<file path="src/rtl/restoring_divider_pkg.sv">
// Shared constants for the restoring divider.
//   div_state_e       : FSM state encoding (IDLE / RUN / DONE; 2'b11 is unused)
//   DIV_ZERO_QUOTIENT : quotient reported for a zero divisor (all ones); the top
//                       slices it down to its own WIDTH.
package restoring_divider_pkg;

    typedef enum logic [1:0] {
        DIV_IDLE = 2'b00,
        DIV_RUN  = 2'b01,
        DIV_DONE = 2'b10
    } div_state_e;

    localparam logic [31:0] DIV_ZERO_QUOTIENT = 32'hFFFF_FFFF;

endpackage

</file>
<file path="src/rtl/restoring_div_step.sv">
// One restoring-division iteration, purely combinational.
//   r_in   [WIDTH:0]   : current partial remainder
//   q_msb              : next dividend bit shifted into the remainder
//   d_in   [WIDTH-1:0] : divisor
//   r_out  [WIDTH:0]   : partial remainder after the trial subtraction/restore
//   q_bit              : quotient bit produced by this iteration
module restoring_div_step #(
    parameter int WIDTH = 32
) (
    input  logic [WIDTH:0]   r_in,
    input  logic             q_msb,
    input  logic [WIDTH-1:0] d_in,
    output logic [WIDTH:0]   r_out,
    output logic             q_bit
);

    logic [WIDTH:0] shifted_s;
    logic [WIDTH:0] trial_s;
    // The remainder's top bit is always zero between iterations (R < D), so
    // the shift drops it; kept only so R stays WIDTH+1 bits end to end.
    logic           unused_r_msb_s;

    assign unused_r_msb_s = r_in[WIDTH];

    // Shift in the next dividend bit, try subtracting D, restore on borrow.
    always_comb begin
        shifted_s = {r_in[WIDTH-1:0], q_msb};
        trial_s   = shifted_s - {1'b0, d_in};
        if (trial_s[WIDTH] == 1'b0) begin
            r_out = trial_s;
            q_bit = 1'b1;
        end else begin
            r_out = shifted_s;
            q_bit = 1'b0;
        end
    end

endmodule

</file>
<file path="src/rtl/restoring_divider.sv">
// Multi-cycle unsigned divider using the restoring method, one trial
// subtraction per clock, with valid/ready handshakes on both sides.
//   clk         : clock, rising edge
//   rst         : asynchronous active-low reset
//   in_valid    : operands presented      in_ready  : accepting (IDLE only)
//   dividend    : numerator (sampled at acceptance)
//   divisor     : denominator (sampled at acceptance)
//   out_valid   : result valid (DONE only) out_ready : consumer takes result
//   quotient    : unsigned quotient        remainder : unsigned remainder
//   div_by_zero : divisor of this result was zero
//   busy        : iterating (RUN)
module restoring_divider
    import restoring_divider_pkg::*;
#(
    parameter int WIDTH = 32,
    parameter int CNT_W = 6
) (
    input  logic             clk,
    input  logic             rst,
    input  logic             in_valid,
    output logic             in_ready,
    input  logic [WIDTH-1:0] dividend,
    input  logic [WIDTH-1:0] divisor,
    output logic             out_valid,
    input  logic             out_ready,
    output logic [WIDTH-1:0] quotient,
    output logic [WIDTH-1:0] remainder,
    output logic             div_by_zero,
    output logic             busy
);

    div_state_e       state_q,     state_d;
    logic [CNT_W-1:0] cnt_q,       cnt_d;
    logic [WIDTH:0]   r_q,         r_d;
    logic [WIDTH-1:0] q_q,         q_d;
    logic [WIDTH-1:0] d_q,         d_d;
    logic [WIDTH-1:0] quotient_q,  quotient_d;
    logic [WIDTH-1:0] remainder_q, remainder_d;
    logic             dbz_q,       dbz_d;
    logic             in_ready_q,  in_ready_d;
    logic             busy_q,      busy_d;
    logic             out_valid_q, out_valid_d;

    logic [WIDTH:0]   step_r_s;
    logic             step_q_bit_s;
    logic [WIDTH-1:0] q_shift_s;

    restoring_div_step #(
        .WIDTH (WIDTH)
    ) u_step (
        .r_in  (r_q),
        .q_msb (q_q[WIDTH-1]),
        .d_in  (d_q),
        .r_out (step_r_s),
        .q_bit (step_q_bit_s)
    );

    // Next-state, datapath and handshake flag computation.
    always_comb begin
        state_d     = state_q;
        cnt_d       = cnt_q;
        r_d         = r_q;
        q_d         = q_q;
        d_d         = d_q;
        quotient_d  = quotient_q;
        remainder_d = remainder_q;
        dbz_d       = dbz_q;
        q_shift_s   = {q_q[WIDTH-2:0], step_q_bit_s};

        case (state_q)
            DIV_IDLE: begin
                if (in_valid && in_ready_q) begin
                    if (divisor != {WIDTH{1'b0}}) begin
                        d_d     = divisor;
                        q_d     = dividend;
                        r_d     = {(WIDTH+1){1'b0}};
                        cnt_d   = CNT_W'(WIDTH);
                        state_d = DIV_RUN;
                    end else begin
                        // Zero divisor: answer immediately, no iterations.
                        quotient_d  = DIV_ZERO_QUOTIENT[WIDTH-1:0];
                        remainder_d = dividend;
                        dbz_d       = 1'b1;
                        state_d     = DIV_DONE;
                    end
                end else begin
                    state_d = DIV_IDLE;
                end
            end
            DIV_RUN: begin
                r_d   = step_r_s;
                q_d   = q_shift_s;
                cnt_d = cnt_q - CNT_W'(1);
                if (cnt_q == CNT_W'(1)) begin
                    // Last iteration: publish the freshly computed values.
                    quotient_d  = q_shift_s;
                    remainder_d = step_r_s[WIDTH-1:0];
                    dbz_d       = 1'b0;
                    state_d     = DIV_DONE;
                end else begin
                    state_d = DIV_RUN;
                end
            end
            DIV_DONE: begin
                if (out_ready) begin
                    state_d = DIV_IDLE;
                end else begin
                    state_d = DIV_DONE;
                end
            end
            default: begin
                state_d = DIV_IDLE;
            end
        endcase

        // Handshake flags are registered copies of the next state.
        in_ready_d  = (state_d == DIV_IDLE);
        busy_d      = (state_d == DIV_RUN);
        out_valid_d = (state_d == DIV_DONE);
    end

    // State and datapath registers.
    always_ff @(posedge clk or negedge rst) begin
        if (!rst) begin
            state_q     <= DIV_IDLE;
            cnt_q       <= {CNT_W{1'b0}};
            r_q         <= {(WIDTH+1){1'b0}};
            q_q         <= {WIDTH{1'b0}};
            d_q         <= {WIDTH{1'b0}};
            quotient_q  <= {WIDTH{1'b0}};
            remainder_q <= {WIDTH{1'b0}};
            dbz_q       <= 1'b0;
            in_ready_q  <= 1'b1;
            busy_q      <= 1'b0;
            out_valid_q <= 1'b0;
        end else begin
            state_q     <= state_d;
            cnt_q       <= cnt_d;
            r_q         <= r_d;
            q_q         <= q_d;
            d_q         <= d_d;
            quotient_q  <= quotient_d;
            remainder_q <= remainder_d;
            dbz_q       <= dbz_d;
            in_ready_q  <= in_ready_d;
            busy_q      <= busy_d;
            out_valid_q <= out_valid_d;
        end
    end

    assign in_ready    = in_ready_q;
    assign busy        = busy_q;
    assign out_valid   = out_valid_q;
    assign quotient    = quotient_q;
    assign remainder   = remainder_q;
    assign div_by_zero = dbz_q;

endmodule

</file>
<file path="config.mk">
export PLATFORM = sky130hd
export DESIGN_NAME = restoring_divider
export DESIGN_NICKNAME = d
export VERILOG_FILES = /design/src/rtl/restoring_divider_pkg.sv /design/src/rtl/restoring_div_step.sv /design/src/rtl/restoring_divider.sv
export SDC_FILE = /design/constraint.sdc
export NUM_CORES = 1
export LEC_CHECK = 0
export ABC_AREA = 1
export CORE_MARGIN = 2
export CORE_UTILIZATION = 25
export CTS_CLUSTER_DIAMETER = 60
export DETAILED_ROUTE_END_ITERATION = 10
export GPL_ROUTABILITY_DRIVEN = 0
export PLACE_DENSITY = 0.44
export SETUP_SLACK_MARGIN = 0.15
export SYNTH_ARGS = -nofsm -noshare
export SYNTH_HDL_FRONTEND = slang
export SYNTH_SLANG_ARGS = --single-unit
</file>
<file path="constraint.sdc">
create_clock -name clk -period 6.5 [get_ports clk]
set_input_delay 0.65 -clock clk [delete_from_list [all_inputs] [get_ports clk]]
set_output_delay 0.65 -clock clk [all_outputs]
set_load 0.03 [all_outputs]
</file>
Word level (Yosys, flattened, before mapping)
Index checks and enable logic that the tools add are counted.
- input port bits: 68
- register bits: 172
- output and inout port bits: 68
- word-level logic and storage cells: 58
- add/sub/neg operators: 2
- reduce and logical (&&, ||, !) cells: 8
- mux-type cells: 28
- equality and inequality tests: 9
- operators with widths (cell ; number):
    $mux 32 ; 11
    $pmux 32 s2 ; 4
    $sub 33x32->33 ; 1
    $reduce_bool 32->1 ; 1
    $mux 6 ; 2
    $pmux 6 s2 ; 1
    $mux 2 ; 4
    $ne 2x2->1 const B ; 4
    $eq 6x1->1 const B ; 1
    $pmux 2 s3 ; 1
    $reduce_and 3->1 ; 2
    $sub 6x1->6 const B ; 1
    $eq 2x1->1 const B ; 2
    $eq 2x2->1 const B ; 2
    $logic_not 2->1 ; 2
    $mux 1 ; 4
    $reduce_and 4->1 ; 1
    $pmux 1 s2 ; 1
    $reduce_bool 2->1 ; 1
    $logic_and 1x1->1 ; 1

Depth between registers and ports, before layout
Gate-level depths: netlist of run 1.
- depth in word-level cells: 5
- depth in mapped cells: 19

Modules after synthesis
From an unflattened synthesis of run 1, not the netlist that was laid out.
- cell total of the unflattened synthesis: 1603
- area total of the unflattened synthesis: 10794.1 µm²
- modules (own cells, without submodules) (module ; area an instance (µm²) ; instances ; cells each ; sequential area each (µm²)):
    restoring_divider ; 7891.3 ; 1 ; 984 ; 4330.4
    restoring_div_step ; 2902.8 ; 1 ; 619 ; 0.0

Worst setup path after synthesis of run 1
No wires, ideal clock.
- kind: reg2reg
- start: reg q_q[31]
- end: reg remainder_q[5] (netlist: remainder[5])
- arrival time: 2061 ps
- slack: 4326 ps
- setup time: 113 ps
- stages on the path, launching flop included: 20
- cell sequence: dfrtp_1 -> inv_1 -> ha_1 -> inv_1 -> fa_1 -> nand2_1 -> nand2_2 -> nand3_2 -> nand2_4 -> nand2_4 -> nand2_4 -> nand2_4 -> nand2_4 -> nand2_4 -> nand2_8 -> buf_12 -> nand3_2 -> nand3_2 -> nand2_1 -> inv_1
- word-level cells in the longest chain between the ends: 4
- ends and longest elaborated chain (item ; RTL line ; source):
    from (decl) ; restoring_divider.sv:35 ; logic [WIDTH-1:0] q_q, q_d;
    from (signal assigned) ; restoring_divider.sv:128 ; q_q <= {WIDTH{1'b0}};
    from (signal assigned) ; restoring_divider.sv:140 ; q_q <= q_d;
    $sub 33x32->33 ; restoring_div_step.sv:28 ; trial_s = shifted_s - {1'b0, d_in};
    $mux 32 ; restoring_div_step.sv:29 ; if (trial_s[WIDTH] == 1'b0) begin
    $mux 32 ; restoring_divider.sv:94 ; if (cnt_q == CNT_W'(1)) begin
    $pmux 32 s2 ; restoring_divider.sv:70 ; case (state_q)
    to (signal assigned) ; restoring_divider.sv:131 ; remainder_q <= {WIDTH{1'b0}};
    to (signal assigned) ; restoring_divider.sv:143 ; remainder_q <= remainder_d;
    to (decl) ; restoring_divider.sv:38 ; logic [WIDTH-1:0] remainder_q, remainder_d;
Every way passes these cells. The select of a mux whose other input is x is not followed.
A chain may end at the register's enable or synchronous reset.

Worst setup path after layout of run 1
- start: in divisor[13]
- end: reg q_q[19]
- word-level cells in the longest chain between the ends: 3
- ends and longest elaborated chain (item ; RTL line ; source):
    from (decl) ; restoring_divider.sv:23 ; input logic [WIDTH-1:0] divisor,
    $reduce_bool 32->1 ; restoring_divider.sv:73 ; if (divisor != {WIDTH{1'b0}}) begin
    $ne 2x2->1 (no source line) ; -- ;
    $reduce_and 3->1 (no source line) ; -- ;
Every way passes these cells.

==> results.txt, run 1 <==
----------------------------------------------------
[Timing]
  Number of max-slew violations in the final report ... 0
  Slew margin rel. ... 0.2959
  Final setup violation count ... 0
  Maximum clock skew at final layout ... 14.05 ps
  Final worst path period need ... 3292 ps
  Tightest Pin Transition ... 1056 ps
  Tcrit/Tclk final ... 0.5065
  Smallest hold slack ... 301.1 ps
  Setup tns final ... 0 ps
  Maximum frequency from static timing analysis ... 303.8 MHz
  Setup repair after global routing missed its margin ... no
  Final Hold Violating Endpoints ... 0

[Synthesis]
  Syn. warnings ... 0
  Leading cell type by number of instances after synthesis ... nand2_1
  Area share of the largest cell type after synthesis ... 0.3913
  Synth cell count leaders ... nand2_1 (450), inv_1 (231), dfrtp_1 (171)
  Part of the Yosys area used for sequential elements ... 0.3937
  Share of synthesized registers carrying an async set or reset ... 1.000
  #FFs+latches synth ... 172
  Leading register cell type out of synthesis ... dfrtp_1
  Mean post-synth cell area ... 7.315 µm²
  Post-synth EDFFs ... 0
  Synthesized net count ... 1598
  Cells after synthesis ... 1495
  Syn Std Cell Area ... 10940 µm²
  Largest cells by area after synthesis ... dfrtp_1 (39%), nand2_1 (15%), inv_1 (7.9%)
  Yosys top cell by area ... dfrtp_1
  Count of cell types in the netlist ... 47

[Cells and area]
  Synth-to-layout area growth ... 22.28%
  Share of cells above drive strength 1 ... 0.1159
  Total inserted antenna cells ... 0
  Number of fill cells ... 4748
  Number of nets at the end of the flow ... 1706

[Clocking]
  Total number of H-tree levels ... 4
  Number of post-CTS setup repair buffers ... 0
  Cts hold-fix bufs ... 0
  Clock Sink Count ... 172
  Clock root cell ... clkbuf_16
  Quantity of gates resized following cts ... 0
  Clock buffers created by TritonCTS ... 17
  Clock latency of the later-clocked register in the worst-skew pair ... 450 ps
  Largest buffer count on any clock path ... 2
  CTS tree ... yes
  Worst-path clk slew ... 60 ps

[Floorplanning]
  Die Outline Area ... 45430 µm²
  Std-Cell Core Area ... 43170 µm²
  Total number of placement rows ... 76
  Chip Height ... 213.1 µm
  Top-Level Pins ... 136
  Horizontal die dimension ... 213.1 µm
  Initial core utilization ... 0.2533

[Flow run]
  Total of max-cap violations ... 0

[Worst setup path]
  CP cell instances ... clkdlybuf4s50_1 -> nor4_1 -> nand3_1 -> nor2_1 -> nand2_1 -> nand2_2 -> inv_2 -> nor2_1 -> a31oi_1
  Worst setup SP type ... input pin
  Most common cell on crit path ... nor2_1
  CP required ... 6770 ps
  Largest stage delay on the critical path ... 600 ps
  Cell with the largest stage delay on the worst path ... inv_2
  Cells on worst reg2reg path ... 6
  Largest driver fanout on the critical path ... 70
  Worst path arrival time ... 3560 ps
  Type of destination of the critical path ... flip-flop
  Category of the critical setup timing path ... input pin to flip-flop

[Routing]
  Number of design rule violations left after detail routing ... 0
  Total wire length after detailed routing ... 32790 µm
  First-pass detailed-route iteration total ... 5
  Routed length per instance ... 14.91 µm
  Post-route ant nets ... 0
  Vias after detailed routing ... 9297
  Average vias per placed instance ... 4.228
  DRC marker count from the first detailed-route iteration ... 569

[GRT]
  Combined global-route utilization of all metal layers ... 0.1498
  First-pass GRT wire length ... 52010 µm
  Antenna violations before repair ... 0
  Pin count of the biggest net entering global routing ... 92
  Overall overflow remaining after global route ... 0
  Number of global-route vias before repair ... 9234

[Placement]
  Number of port buffers ... 135
  Sum of net half-perimeters after detailed placement ... 25090 µm

[Status]
  Outcome ... finished clean

[Worst hold path]
  HP Class ... input pin to async pin

----------------------------------------------------
==> final timing paths <==
check | from | endpoint | slack, ps
max | divisor[13] | q_q[19] | 3210
min | rst | d_q[0] | 300
max reg2reg | in_ready | cnt_q[5] | 3530
min reg2reg | quotient[22] | quotient[22] | 480
max in group asynchronous | rst | q_q[22] | 4570
min in group clk | quotient[22] | quotient[22] | 480
==> final cells by class <==
class,count,area [µm²],share of cell area
multi-input cells,1024,5401,0.4039
flip-flops and latches,172,4305,0.3220
inverters,247,928.4,0.06943
clock buffers,23,467.9,0.03500
clock inverters,7,138.9,0.01039
repair buffers,141,1398,0.1045
well taps,585,732.0,0.05474
==> layer usage <==
layer / up-vias / global-route usage / wire length [µm] / part of all wire
met5: - / 0 / 0 / 0
met4: 0 / 0.04598 / 633 / 0.019
met3: 30 / 0.02133 / 1097 / 0.033
met2: 164 / 0.2215 / 13630 / 0.42
met1: 4251 / 0.2236 / 17430 / 0.53
li1: 4852 / - / - / -
==> through the flow <==
| step | setup slack, ps | util | area, µm² | cells |
|---|---|---|---|---|
| after floorplan | 4326 | - | 10940 | 1495 |
| after global placement | 2692 | 0.2957 | 12760 | 2169 |
| after detailed placement | 2634 | 0.2957 | 12760 | 2169 |
| after CTS | 3124 | 0.3097 | 13370 | 2199 |
| after global routing | 2821 | 0.3097 | 13370 | 2199 |
| final | 3208 | 0.3097 | 13370 | 2199 |
==> placed cells by master (no fill, tap or decap), types with 4 or more instances in the layout <==
cell type,n
bufinv_16,4
clkbuf_1,4
inv_1,231
ha_1,34
or2_1,6
and2_1,5
clkdlybuf4s50_1,134
or2_2,28
a31oi_1,31
nor3_1,8
buf_4,6
nand3_1,77
nand2_2,8
nand2_1,450
xor2_1,18
nand4_1,11
dfrtp_1,171
clkbuf_16,17
a21oi_1,17
nand3_2,77
o21ai_0,40
nand2_4,9
inv_2,15
o21ai_1,30
nor2_1,148
==> cell families after synthesis <==
kind of cell / synth area share
and+or+nand+nor: 0.3695
buffers and inverters: 0.1137
DFF: 0.3937
AOI/OAI and AO/OA: 0.06693
adders and majority gates: 0.04073
xor gates and xnor gates: 0.01442
muxes: 0.001030
==> critical path: cells and delay by family <==
kind	cells	cell delay (ps)
buffers and inverters	2	1020
AO/OA/AOI/OAI	1	60
AND/OR/NAND/NOR	6	1800
==> registers in the layout, indices dropped and copies added (netlist names) <==
| register | cells |
|---|---|
| q_q | 32 |
| d_q | 32 |
| state_q | 2 |
| div_by_zero | 1 |
| busy | 1 |
| quotient | 32 |
| r_q | 32 |
| in_ready | 1 |
| cnt_q | 6 |
| remainder | 32 |
| out_valid | 1 |
Power of run 1 is left out: the tool's default activity adds up to more than one toggle a clock period on the data nets, which glitch-free logic cannot reach.
==> run 2, diff against run 1 <==
==> constraint.sdc (replaced) <==
create_clock -name clk -period 3.2 [get_ports clk]
set_input_delay 0.32 -clock clk [delete_from_list [all_inputs] [get_ports clk]]
set_output_delay 0.32 -clock clk [all_outputs]
set_load 0.03 [all_outputs]
==> results.txt, run 2 (same netlist as run 1, synthesis figures left out) <==
----------------------------------------------------
[Clocking]
  Total number of H-tree levels ... 4 (unchanged)
  Clock latency of the later-clocked register in the worst-skew pair ... 460 ps (about the same)
  Largest buffer count on any clock path ... 2 (unchanged)
  Clock Sink Count ... 172 (unchanged)
  Worst-path clk slew ... 70 ps (about the same)
  CTS tree ... yes
  Clock buffers created by TritonCTS ... 17 (unchanged)
  Clock root cell ... clkbuf_16

[Routing]
  First-pass detailed-route iteration total ... 5 (unchanged)
  Total wire length after detailed routing ... 32820 µm (+0.10%)
  Routed length per instance ... 14.83 µm (-0.53%)
  Vias after detailed routing ... 9303 (+0.065%)
  Post-route ant nets ... 0 (unchanged)
  Number of design rule violations left after detail routing ... 0 (unchanged)
  DRC marker count from the first detailed-route iteration ... 514 (-9.7%)
  Average vias per placed instance ... 4.204 (-0.57%)

[Worst setup path]
  Reg-to-Reg Start ... q_q[31]
  Most common cell on crit path ... nand2_4
  Category of the critical setup timing path ... flip-flop to flip-flop
  Worst setup startpoint ... q_q[31]
  Largest stage delay on the critical path ... 460 ps (-140 ps)
  Cell with the largest stage delay on the worst path ... dfrtp_1
  Worst setup SP type ... flip-flop
  Number of buffer and inverter instances along the worst setup path ... 3 (+1)
  Worst path arrival time ... 3020 ps (-540 ps)
  CP required ... 3590 ps (-3180 ps)
  Largest driver fanout on the critical path ... 34 (-51%)
  CP cell instances ... inv_1 -> ha_1 -> inv_1 -> fa_1 -> nand2_1 -> nand2_2 -> nand3_2 -> nand2_4 -> nand2_4 -> nand2_4 -> nand2_4 -> nand3_2 -> nand2_8 -> nand3_1 -> nand3_1 -> nand2_1 -> inv_1
  Type of destination of the critical path ... flip-flop
  Top delay family on crit path ... simple AND/OR/NAND/NOR gates

[Floorplanning]
  Chip Height ... 213.1 µm (unchanged)
  Die Outline Area ... 45430 µm² (unchanged)
  Total number of placement rows ... 76 (unchanged)
  Horizontal die dimension ... 213.1 µm (unchanged)
  Std-Cell Core Area ... 43170 µm² (unchanged)
  Initial core utilization ... 0.2533 (unchanged)
  Top-Level Pins ... 136 (unchanged)

[GRT]
  Overall overflow remaining after global route ... 0 (unchanged)
  Pin count of the biggest net entering global routing ... 74 (-20%)
  First-pass GRT wire length ... 51950 µm (-0.12%)
  Number of global-route vias before repair ... 9158 (-0.82%)
  Combined global-route utilization of all metal layers ... 0.1504 (+0.0005841)
  Antenna violations before repair ... 0 (unchanged)

[Timing]
  Tightest Pin Transition ... 587.3 ps (-468.8 ps)
  Final setup violation count ... 0 (unchanged)
  Slew margin rel. ... 0.6085 (+0.3125)
  Final worst path period need ... 2632 ps
  Tcrit/Tclk final ... 0.8226
  Setup tns final ... 0 ps (unchanged)
  Smallest hold slack ... 397.0 ps (+95.86 ps)
  Number of max-slew violations in the final report ... 0 (unchanged)
  Setup repair after global routing missed its margin ... no
  Maximum frequency from static timing analysis ... 379.9 MHz
  Final Hold Violating Endpoints ... 0 (unchanged)
  Maximum clock skew at final layout ... 13.82 ps (-0.2362 ps)

[Cells and area]
  Multi-input gate area in the final layout ... 5401 µm² (unchanged)
  Share of cells above drive strength 1 ... 0.1247 (+0.008832)
  Total inserted antenna cells ... 0 (unchanged)
  Flip-flop and latch area ... 4305 µm² (unchanged)
  Utilization after layout ... 0.3150 (+0.005246)
  Number of fill cells ... 4736 (-0.25%)
  Commonest non-fill, non-tap cells in the layout ... nand2_1 (450), inv_1 (231), dfrtp_1 (171)
  Number of nets at the end of the flow ... 1718 (+0.70%)
  Most common cell after layout, fill and taps aside ... nand2_1
  Synth-to-layout area growth ... 24.35%

[Worst hold path]
  HP Class ... input pin to async pin

[Power]
  Power Density ... 1293 nW/µm²
  Peak VDD IR ... 0.7264 mV
  Static leakage power ... 6.918 nW

[Status]
  Outcome ... finished clean

[Flow run]
  Total of max-cap violations ... 0 (unchanged)

[Placement]
  Number of port buffers ... 135 (unchanged)
  Sum of net half-perimeters after detailed placement ... 25700 µm (+2.4%)

----------------------------------------------------
run 2: layout make-up:
class	instances	share of cell area
clock buffers	20	0.03358
well taps	585	0.05383
flip-flops and latches	172	0.3166
clock inverters	12	0.01537
repair buffers	153	0.1151
inverters	247	0.06827
multi-input cells	1024	0.3972
run 2: final timing paths:
kind                                     end  cells after the start  slack, ps
worst min register to register   quotient[2]                      2        490
worst max-delay path            remainder[2]                     17        570
max in group asynchronous           cnt_q[1]                      3       1890
min in group clk                     d_q[20]                      3        450
worst min-delay path                  d_q[2]                      2        400
worst max register to register  remainder[2]                     17        570
run 2: per-layer routing:
metal  GRT usage  vias up  part of all wire
li1            -     4886                 -
met3     0.02412       21             0.032
met2      0.2255      148              0.43
met5           0        -                 0
met4     0.03855        0             0.012
met1      0.2230     4248              0.53
run 2: power by group:
| group | internal (mW) | switching [mW] |
|---|---|---|
| registers | 3.31 | 0.752 |
| logic | 3.85 | 7.26 |
| clock network | 1.44 | 0.966 |
run 2: repair_timing:
item,4_1_cts,5_1_grt
buffers inserted,0,0
endpoints found under the setup margin,0,0
hold buffers,1,0
hold endpoints to repair,49,0
resized for setup,0,0
run 2: through the flow:
stage                     total power [mW]  instances  instance area (µm²)  worst slack (ps)
after floorplan                      12.19       1495                10940              1026
after CTS                            17.84       2213                13600             557.9
after detailed placement             15.34       2180                12920             490.5
final                                17.58       2213                13600             567.7
after global routing                 19.28       2213                13600             381.8
after global placement               15.27       2180                12920             467.2
Power figures use the tool's default switching activity.
==> run 3, diff against run 2 <==
==> constraint.sdc (replaced) <==
create_clock -name clk -period 2.6 [get_ports clk]
set_input_delay 0.26 -clock clk [delete_from_list [all_inputs] [get_ports clk]]
set_output_delay 0.26 -clock clk [all_outputs]
set_load 0.03 [all_outputs]
==> results.txt, run 3 (same netlist as run 1, synthesis figures left out) <==
----------------------------------------------------
[Cells and area]
  Number of nets at the end of the flow ... 1753 (+2.0%)
  Total inserted antenna cells ... 0 (unchanged)
  Most common cell after layout, fill and taps aside ... nand2_1
  Commonest non-fill, non-tap cells in the layout ... nand2_1 (444), inv_1 (230), dfrtp_1 (169)
  Number of fill cells ... 4664 (-1.5%)
  Synth-to-layout area growth ... 29.94%
  Share of cells above drive strength 1 ... 0.1691 (+0.04438)

[Floorplanning]
  Total number of placement rows ... 76 (unchanged)
  Top-Level Pins ... 136 (unchanged)
  Chip Height ... 213.1 µm (unchanged)
  Horizontal die dimension ... 213.1 µm (unchanged)
  Std-Cell Core Area ... 43170 µm² (unchanged)
  Initial core utilization ... 0.2533 (unchanged)
  Die Outline Area ... 45430 µm² (unchanged)

[Placement]
  Post-placement setup slack ... -75.02 ps (-565.5 ps)
  Number of port buffers ... 135 (unchanged)
  Sum of net half-perimeters after detailed placement ... 26180 µm (+1.9%)

[Timing]
  Maximum clock skew at final layout ... 13.52 ps (-0.3012 ps)
  Setup repair after global routing missed its margin ... yes
  Final Hold Violating Endpoints ... 0 (unchanged)
  Final worst path period need ... 2356 ps (-275.9 ps)
  Tightest Pin Transition ... 807.3 ps (+220.0 ps)
  Number of max-slew violations in the final report ... 0 (unchanged)
  Slew margin rel. ... 0.4618 (-0.1467)
  Tcrit/Tclk final ... 0.9063 (+0.08370)
  Post-route setup slack ... 243.6 ps (-324.1 ps)
  Maximum frequency from static timing analysis ... 424.4 MHz (+12%)
  Final setup violation count ... 0 (unchanged)

[GRT]
  Pin count of the biggest net entering global routing ... 70 (-5.4%)
  Number of global-route vias before repair ... 9413 (+2.8%)
  First-pass GRT wire length ... 53570 µm (+3.1%)
  Antenna violations before repair ... 0 (unchanged)
  Overall overflow remaining after global route ... 0 (unchanged)
  Combined global-route utilization of all metal layers ... 0.1557 (+0.005324)

[Routing]
  Total wire length after detailed routing ... 34870 µm (+6.2%)
  Routed length per instance ... 15.52 µm (+4.6%)
  First-pass detailed-route iteration total ... 5 (unchanged)
  Average vias per placed instance ... 4.293 (+2.1%)
  Number of design rule violations left after detail routing ... 0 (unchanged)
  Vias after detailed routing ... 9647 (+3.7%)
  DRC marker count from the first detailed-route iteration ... 511 (-0.58%)
  Post-route ant nets ... 0 (unchanged)

[Clocking]
  Clock latency of the later-clocked register in the worst-skew pair ... 450 ps (about the same)
  Worst-path clk slew ... 70 ps (about the same)
  CTS tree ... yes
  Largest buffer count on any clock path ... 2 (unchanged)
  Total number of H-tree levels ... 4 (unchanged)
  Clock root cell ... clkbuf_16
  Clock buffers created by TritonCTS ... 17 (unchanged)
  Clock Sink Count ... 172 (unchanged)

[Worst setup path]
  Worst path arrival time ... 2750 ps (-270 ps)
  CP required ... 2990 ps (-600 ps)
  Largest driver fanout on the critical path ... 6 (-82%)
  Type of destination of the critical path ... flip-flop
  Category of the critical setup timing path ... flip-flop to flip-flop
  Worst setup SP type ... flip-flop

[Status]
  Outcome ... finished clean

[Flow run]
  Total of max-cap violations ... 0 (unchanged)

[Worst hold path]
  HP Class ... input pin to async pin

----------------------------------------------------
run 3: cell types whose count changed in the layout (fill, tap and decap cells not counted), moves of 7 or more:
| cell | change |
|---|---|
| buf_4 | +22 |
| nand2_8 | +11 |
| ha_1 | -18 |
| ha_2 | +11 |
| nand3_1 | -7 |
| ha_4 | +7 |
run 3: repair_timing:
item | in CTS | in global routing
hold endpoints to repair | 35 | 0
setup endpoints to repair | 29 | 66
pin swaps | 3 | 11
gates cloned | 4 | 4
gates resized for setup | 7 | 54
setup buffers | 0 | 6
hold buffers | 1 | 0
run 3: final timing paths:
path | startpoint | to | slack [ps] | depth (start not counted)
max in group asynchronous | rst | remainder[27] | 1580 | 3
worst min-delay path | rst | remainder[7] | 270 | 2
min in group clk | divisor[31] | d_q[31] | 400 | 3
worst max register to register | r_q[28] | remainder[17] | 240 | 14
worst max-delay path | r_q[28] | remainder[17] | 240 | 14
worst min register to register | quotient[9] | quotient[9] | 490 | 2
run 3: per-layer routing:
layer,vias up,wire length [µm],track usage
met1,4492,17630,0.2223
met4,0,480,0.03831
li1,4967,-,-
met2,162,15560,0.2431
met5,-,0,0
met3,26,1194,0.02736
run 3: final cells by class:
type | count | area, µm² | share of cell area
well taps | 585 | 732.0 | 0.05151
multi-input cells | 1032 | 5814 | 0.4092
clock inverters | 11 | 130.1 | 0.009157
flip-flops and latches | 172 | 4308 | 0.3032
inverters | 247 | 928.4 | 0.06533
repair buffers | 180 | 1831 | 0.1288
clock buffers | 20 | 466.7 | 0.03284
run 3: critical path, cell delays in order, from the launching register on:
cell,delay (ps)
dfrtp_1,440
ha_2,400
nand2_1,150
nor2_4,170
nand2_1,70
nand2_1,130
a21oi_4,50
buf_12,140
nand2_8,90
nand2_8,130
nand2_4,170
nand3_2,130
nand3_2,120
nand2_1,50
inv_1,40
run 3: through the flow:
step	hold WS, ps	cell area (µm²)	TNS, ps	instances	util
after detailed placement	204.3	13120	-297.5	2201	0.3038
after CTS	271.0	13820	0	2237	0.3200
after global placement	205.9	13120	-317.4	2201	0.3038
after global routing	289.3	14210	0	2247	0.3292
final	271.0	14210	0	2247	0.3292
after floorplan	-35.59	10940	0	1495	-
Power of run 3 is left out for the same reason.
